==> src/rtl/rv_pkg.sv <==
// Shared RV32 execute-stage types: shift opcode, FSM states and the latched
// request fields of the shift unit.
package rv_pkg;
  localparam int XLEN    = 32;
  localparam int SHAMT_W = 5;

  typedef enum logic [1:0] {
    SLL = 2'd0,
    SRL = 2'd1,
    SRA = 2'd2
  } shift_op_e;

  typedef enum logic [1:0] {
    IDLE  = 2'd0,
    SHIFT = 2'd1,
    DONE  = 2'd2
  } shift_state_e;

  // Fields captured at accept; op kept raw so encoding 3 falls through as SLL
  typedef struct packed {
    logic [1:0]         op;
    logic               sign;
    logic [SHAMT_W-1:0] shamt;
  } shift_req_t;
endpackage

==> src/rtl/shift_seq_ctrl_if.sv <==
// Request/result handshake bundle between the ID/EX operand latch and the
// shift unit, plus the result side towards the EX/MEM mux.
interface shift_seq_ctrl_if;
  import rv_pkg::*;
  logic               valid_i;
  logic               ready_o;
  logic [1:0]         op_i;
  logic [XLEN-1:0]    a_i;
  logic [SHAMT_W-1:0] shamt_i;
  logic               kill_i;
  logic               valid_o;
  logic               ready_i;
  logic [XLEN-1:0]    result_o;
  logic               busy_o;

  modport master (
    output valid_i, op_i, a_i, shamt_i, kill_i, ready_i,
    input  ready_o, valid_o, result_o, busy_o
  );
  modport slave (
    input  valid_i, op_i, a_i, shamt_i, kill_i, ready_i,
    output ready_o, valid_o, result_o, busy_o
  );
endinterface

==> src/rtl/decode_dif.sv <==
// Thermometer decoder: shamt N -> N low-order ones (SRA sign-fill mask).
module decode_dif (
  input  logic [4:0]  N_i,
  output logic [31:0] Y_o
);
  for (genvar k = 0; k < 32; k++) begin : g_therm
    assign Y_o[k] = ({27'd0, N_i} > 32'(k));
  end
endmodule

==> src/rtl/shift_seq_ctrl.sv <==
// Multi-cycle RV32I shifter: moves the operand up to STEP bits per cycle and
// ORs in the SRA sign fill once, from the reversed thermometer mask.
module shift_seq_ctrl
  import rv_pkg::*;
#(
  parameter int STEP = 4
) (
  input  logic           clk_i,
  input  logic           rst_i,
  shift_seq_ctrl_if.slave bus
);
  localparam logic [SHAMT_W-1:0] STEP_W = SHAMT_W'(STEP);

  shift_state_e       state, state_nxt;
  logic [XLEN-1:0]    acc, acc_sh;
  logic [SHAMT_W-1:0] rem, s;
  shift_req_t         req;
  logic               accept, do_shift;
  logic [XLEN-1:0]    mask, mask_rev, fill;

  decode_dif u_mask (.N_i(req.shamt), .Y_o(mask));

  for (genvar k = 0; k < XLEN; k++) begin : g_rev
    assign mask_rev[k] = mask[XLEN-1-k];
  end

  always_ff @(posedge clk_i or posedge rst_i) begin
    if (rst_i) begin
      state <= IDLE;
      acc   <= '0;
      rem   <= '0;
      req   <= '0;
    end else begin
      state <= state_nxt;
      if (accept) begin
        acc <= bus.a_i;
        rem <= bus.shamt_i;
        req <= '{op: bus.op_i, sign: bus.a_i[XLEN-1], shamt: bus.shamt_i};
      end else if (do_shift) begin
        acc <= acc_sh;
        rem <= rem - s;
      end
    end
  end

  always_comb begin
    state_nxt = state;
    accept    = 1'b0;
    do_shift  = 1'b0;
    s         = (rem < STEP_W) ? rem : STEP_W;
    acc_sh    = (req.op == SRL || req.op == SRA) ? (acc >> s) : (acc << s);
    fill      = (req.op == SRA && req.sign) ? mask_rev : '0;
    case (state)
      IDLE: begin
        // a flush in the same cycle suppresses the accept
        if (bus.valid_i && !bus.kill_i) begin
          accept    = 1'b1;
          state_nxt = (bus.shamt_i == '0) ? DONE : SHIFT;
        end
      end
      SHIFT: begin
        if (bus.kill_i) begin
          state_nxt = IDLE;
        end else begin
          do_shift = 1'b1;
          if (rem == s) state_nxt = DONE;
        end
      end
      DONE: begin
        if (bus.kill_i || bus.ready_i) state_nxt = IDLE;
      end
      default: state_nxt = IDLE;
    endcase
    bus.ready_o  = (state == IDLE);
    bus.busy_o   = (state != IDLE);
    bus.valid_o  = (state == DONE);
    bus.result_o = acc | fill;
  end
endmodule
==> src/flat_wrapper.sv <==
// flat-port wrapper written by rule: the top's interface ports become plain ports
module shift_seq_ctrl_flat import rv_pkg::*;
#(
  parameter int STEP = 4
)
  (clk_i, rst_i, bus_valid_i, bus_op_i, bus_a_i, bus_shamt_i, bus_kill_i, bus_ready_i, bus_ready_o, bus_valid_o, bus_result_o, bus_busy_o);
  shift_seq_ctrl_if bus_i ();
  input  logic clk_i;
  input  logic rst_i;
  input wire logic [$bits(bus_i.valid_i)-1:0] bus_valid_i;
  input wire logic [$bits(bus_i.op_i)-1:0] bus_op_i;
  input wire logic [$bits(bus_i.a_i)-1:0] bus_a_i;
  input wire logic [$bits(bus_i.shamt_i)-1:0] bus_shamt_i;
  input wire logic [$bits(bus_i.kill_i)-1:0] bus_kill_i;
  input wire logic [$bits(bus_i.ready_i)-1:0] bus_ready_i;
  output wire logic [$bits(bus_i.ready_o)-1:0] bus_ready_o;
  output wire logic [$bits(bus_i.valid_o)-1:0] bus_valid_o;
  output wire logic [$bits(bus_i.result_o)-1:0] bus_result_o;
  output wire logic [$bits(bus_i.busy_o)-1:0] bus_busy_o;
  assign bus_i.valid_i = bus_valid_i;
  assign bus_i.op_i = bus_op_i;
  assign bus_i.a_i = bus_a_i;
  assign bus_i.shamt_i = bus_shamt_i;
  assign bus_i.kill_i = bus_kill_i;
  assign bus_i.ready_i = bus_ready_i;
  assign bus_ready_o = bus_i.ready_o;
  assign bus_valid_o = bus_i.valid_o;
  assign bus_result_o = bus_i.result_o;
  assign bus_busy_o = bus_i.busy_o;
  shift_seq_ctrl #(.STEP(STEP)) u_core (.clk_i(clk_i), .rst_i(rst_i), .bus(bus_i));
endmodule
==> config.mk <==
export PLATFORM = sky130hd
export DESIGN_NAME = shift_seq_ctrl_flat
export DESIGN_NICKNAME = d
export VERILOG_FILES = /design/src/rtl/rv_pkg.sv /design/src/rtl/shift_seq_ctrl_if.sv /design/src/rtl/decode_dif.sv /design/src/rtl/shift_seq_ctrl.sv /design/src/flat_wrapper.sv
export SDC_FILE = /design/constraint.sdc
export NUM_CORES = 1
export LEC_CHECK = 0
export CAP_MARGIN = 25
export CORE_MARGIN = 2
export CORE_UTILIZATION = 57
export CTS_BUF_LIST = sky130_fd_sc_hd__clkbuf_4 sky130_fd_sc_hd__clkbuf_8
export DETAILED_ROUTE_END_ITERATION = 6
export GPL_ROUTABILITY_DRIVEN = 0
export PLACE_DENSITY = 0.85
export SLEW_MARGIN = 5
export SYNTH_ARGS = -nofsm -noshare
export SYNTH_HDL_FRONTEND = slang
export SYNTH_SLANG_ARGS = --single-unit
==> constraint.sdc <==
create_clock -name clk_i -period 5.94 [get_ports clk_i]
set_input_delay 0.891 -clock clk_i [delete_from_list [all_inputs] [get_ports clk_i]]
set_output_delay 0.891 -clock clk_i [all_outputs]
set_load 0.01 [all_outputs]
==> results.json <==
{
  "fp.dieW_um": 95.86,
  "utilization_pct": 68.28,
  "dr.pass1.iters": 7,
  "cap_violations": 0,
  "drive_gt1_share_pct": 6.543,
  "slew_viol_final": 0,
  "synthesis.area_sq_mm": 0.004810,
  "crit_start": "bus_valid_i",
  "antennaDiodeCount": 0,
  "regToRegEndpoint": "u_core.acc[4]$_DFFE_PP0P_",
  "die_h_um": 95.86,
  "r2r_slack_ns": 3.08,
  "htreeDepth": 2,
  "rows": 33,
  "fin_tns_setup_ns": 0,
  "nets": 749,
  "cts.sinks": 47,
  "totalWireLength_um": 17200,
  "yosysUniqueCellTypes": 62,
  "routed_via_density": 7.130,
  "fin_crit_sh_pct": 62.01,
  "crit_end": "u_core.acc[4]$_DFFE_PP0P_",
  "cts_buffers": 5,
  "rsz0062_at_grt": "no",
  "p_per_area_mw_per_mm2": 534.8,
  "dpl-instance-area_sq_mm": 0.005509,
  "worst_pin_slew_ns": 0.9704,
  "grt_max_degree": 63,
  "drc_errors": 0,
  "start_util_pct": 58.54,
  "slew_headroom_pct": 35.07,
  "ant_nets": 0,
  "ys_seq_area_share_pct": 24.45,
  "synth_nets": 722,
  "antenna_found_initial": 0,
  "status": "completed",
  "ff_latch_area_sq_mm": 0.001176,
  "grt_overflow": 0,
  "synth_edf_count": 0,
  "max_freq_mhz": 271.5,
  "finalHoldViolations": 0,
  "ios": 79,
  "via_count": 5761,
  "wl_per_cell_um": 21.29,
  "cts_hold_buffers": 0,
  "crit_fanout": 35,
  "drt_iter0_drc": 1128,
  "synth_area_per_cell_sq_um": 7.125,
  "track_usage_pct": 37.94,
  "yosys_register_bits": 47,
  "r2r-start": "u_core.req[7]$_DFFE_PP0P_",
  "clk_transition_reported_paths_ns": 0.10,
  "hold_class": "flip-flop to flip-flop",
  "worst_ep_required_time_ns": 6.14,
  "area_growth_pct": 16.65,
  "insertion_delay_ns": 0.32,
  "vdd_drop_max_uv": 288.5,
  "cts-resized-gates": 0,
  "syn_inst": 675,
  "ys_async_sr_fraction_pct": 100.0,
  "final_area_sq_mm": 0.005610,
  "power_mw": 3.000,
  "setup_viol_count_final": 0,
  "hpwlAfterDp_um": 11740,
  "cp.arrival_ns": 3.89,
  "worstSetupEndpointType": "flip-flop",
  "clock_path_buffers": 2,
  "grt_pass1_vias": 5250,
  "critPathKind": "input port to flip-flop",
  "reg2reg_depth": 7,
  "fill_cells": 676,
  "core-area_sq_mm": 0.008217,
  "hold_ws_ns": 0.5032,
  "p_leak_nw": 2.206,
  "io_buffers": 78,
  "multi_input_area_sq_mm": 0.003303,
  "synthFlopType": "dfrtp_1",
  "grt_first_pass_wirelength_um": 26950,
  "fin_skew_ns": 0.01182,
  "yosysWarnings": 0,
  "die_area_sq_mm": 0.009189,
  "cts_root_buffer": "clkbuf_8",
  "fin_crit_ns": 3.683,
  "post_cts_buffers": 0,
  "start_kind": "input port",
  "cts_tree": "yes"
}
## cells by family (layout without fill, tap and decap cells)
group	Yosys count	after routing	synth area share (%)
and+or+nand+nor	281	281	28.25
AOI/OAI and AO/OA	220	220	29.24
buffers and inverters	79	107	6.972
other	2	2	0.1561
DFF	47	47	24.45
muxes	43	43	10.15
adders and majority gates	3	3	0.7805
## power breakdown
group          total [mW]  internal, mW  switching, mW
Clock               0.207        0.0823          0.124
Sequential          0.858         0.450          0.408
Combinational        1.94         0.820           1.12
Total                3.00          1.35           1.65
## worst min path at each step
stage	startpoint	end	slack (ns)	depth (start not counted)
2_1_floorplan	u_core.req[7]$_DFFE_PP0P_	u_core.req[7]$_DFFE_PP0P_	0.45	2
3_3_place_gp	u_core.req[7]$_DFFE_PP0P_	u_core.req[7]$_DFFE_PP0P_	0.49	2
3_5_place_dp	u_core.req[7]$_DFFE_PP0P_	u_core.req[7]$_DFFE_PP0P_	0.48	2
4_1_cts	u_core.req[7]$_DFFE_PP0P_	u_core.req[7]$_DFFE_PP0P_	0.50	2
5_1_grt	u_core.req[7]$_DFFE_PP0P_	u_core.req[7]$_DFFE_PP0P_	0.52	2
6_report	u_core.req[7]$_DFFE_PP0P_	u_core.req[7]$_DFFE_PP0P_	0.50	2
## routing by layer
metal	share of wire, %	GRT usage, %	vias to the layer above
met3	16	9.397	117
met1	37	51.76	2592
met5	0	0	-
met2	42	56.41	544
li1	-	-	2508
met4	5.1	17.98	0
## synth_stat cells (all sizes together) (2+ instances only)
cell type,instances,area share [%]
nor3,14,1.7
a21o,3,0.47
o21ai,39,4.1
o22ai,3,0.39
nor2,59,4.6
a21oi,71,7.4
mux2i,36,7.5
nand4b,2,0.36
dfrtp,47,24
conb,2,0.16
nor2b,33,4.3
a211oi,8,1.2
nand2b,3,0.39
nor4b,4,1.2
and2,2,0.26
or3,2,0.26
nand2,109,8.5
and3,9,1.2
mux4,4,2.0
o31ai,4,0.62
mux2,3,0.70
a22o,2,0.36
or2,7,0.91
inv,10,0.78
a31oi,20,2.6
o211ai,8,1.2
nand3,27,2.8
clkbuf,47,3.7
or4b,3,0.70
o221ai,23,4.2
buf,22,2.5
o21bai,19,3.0
nor4,3,0.39
a221oi,7,1.3
a31o,3,0.55
ha,3,0.78
## through the flow
stage | setup slack (ns) | instances
after global routing | 2.049 | 808
after global placement | 2.044 | 797
after CTS | 2.283 | 806
final | 2.257 | 808
after floorplan | 3.581 | 675
after detailed placement | 1.949 | 798
## area by class of cell
class                   instances  area share, %
repair buffers                 89          15.57
well taps                     105          2.342
clock buffers                   5          1.227
multi-input cells             549          58.88
inverters                      10         0.6690
clock inverters                 3         0.3568
flip-flops and latches         47          20.96
## flip-flops by register name, summed over array words and instances, names as in the netlist
signal and count:
u_core.state 2, u_core.acc 32, u_core.rem 5, u_core.req 8
## critical path, stage by stage
cell and delay [ns]:
clkdlybuf4s50_1 0.45, buf_4 0.29, or4b_1 0.88, nand2_1 0.73, o221ai_1 0.25, a221oi_1 0.25, a21oi_1 0.12
## layout by cell type (no fill, tap or decap), drive strengths merged, types with 9 or more instances in the layout
master	netlist	layout
nand2	109	109
clkdlybuf4s50	0	78
a21oi	71	71
nor2	59	59
dfrtp	47	47
o21ai	39	39
mux2i	36	36
nor2b	33	33
nand3	27	27
o221ai	23	23
a31oi	20	20
o21bai	19	19
nor3	14	14
inv	10	10
buf	22	10
and3	9	9
No activity file was read; power rests on OpenSTA's default activity.
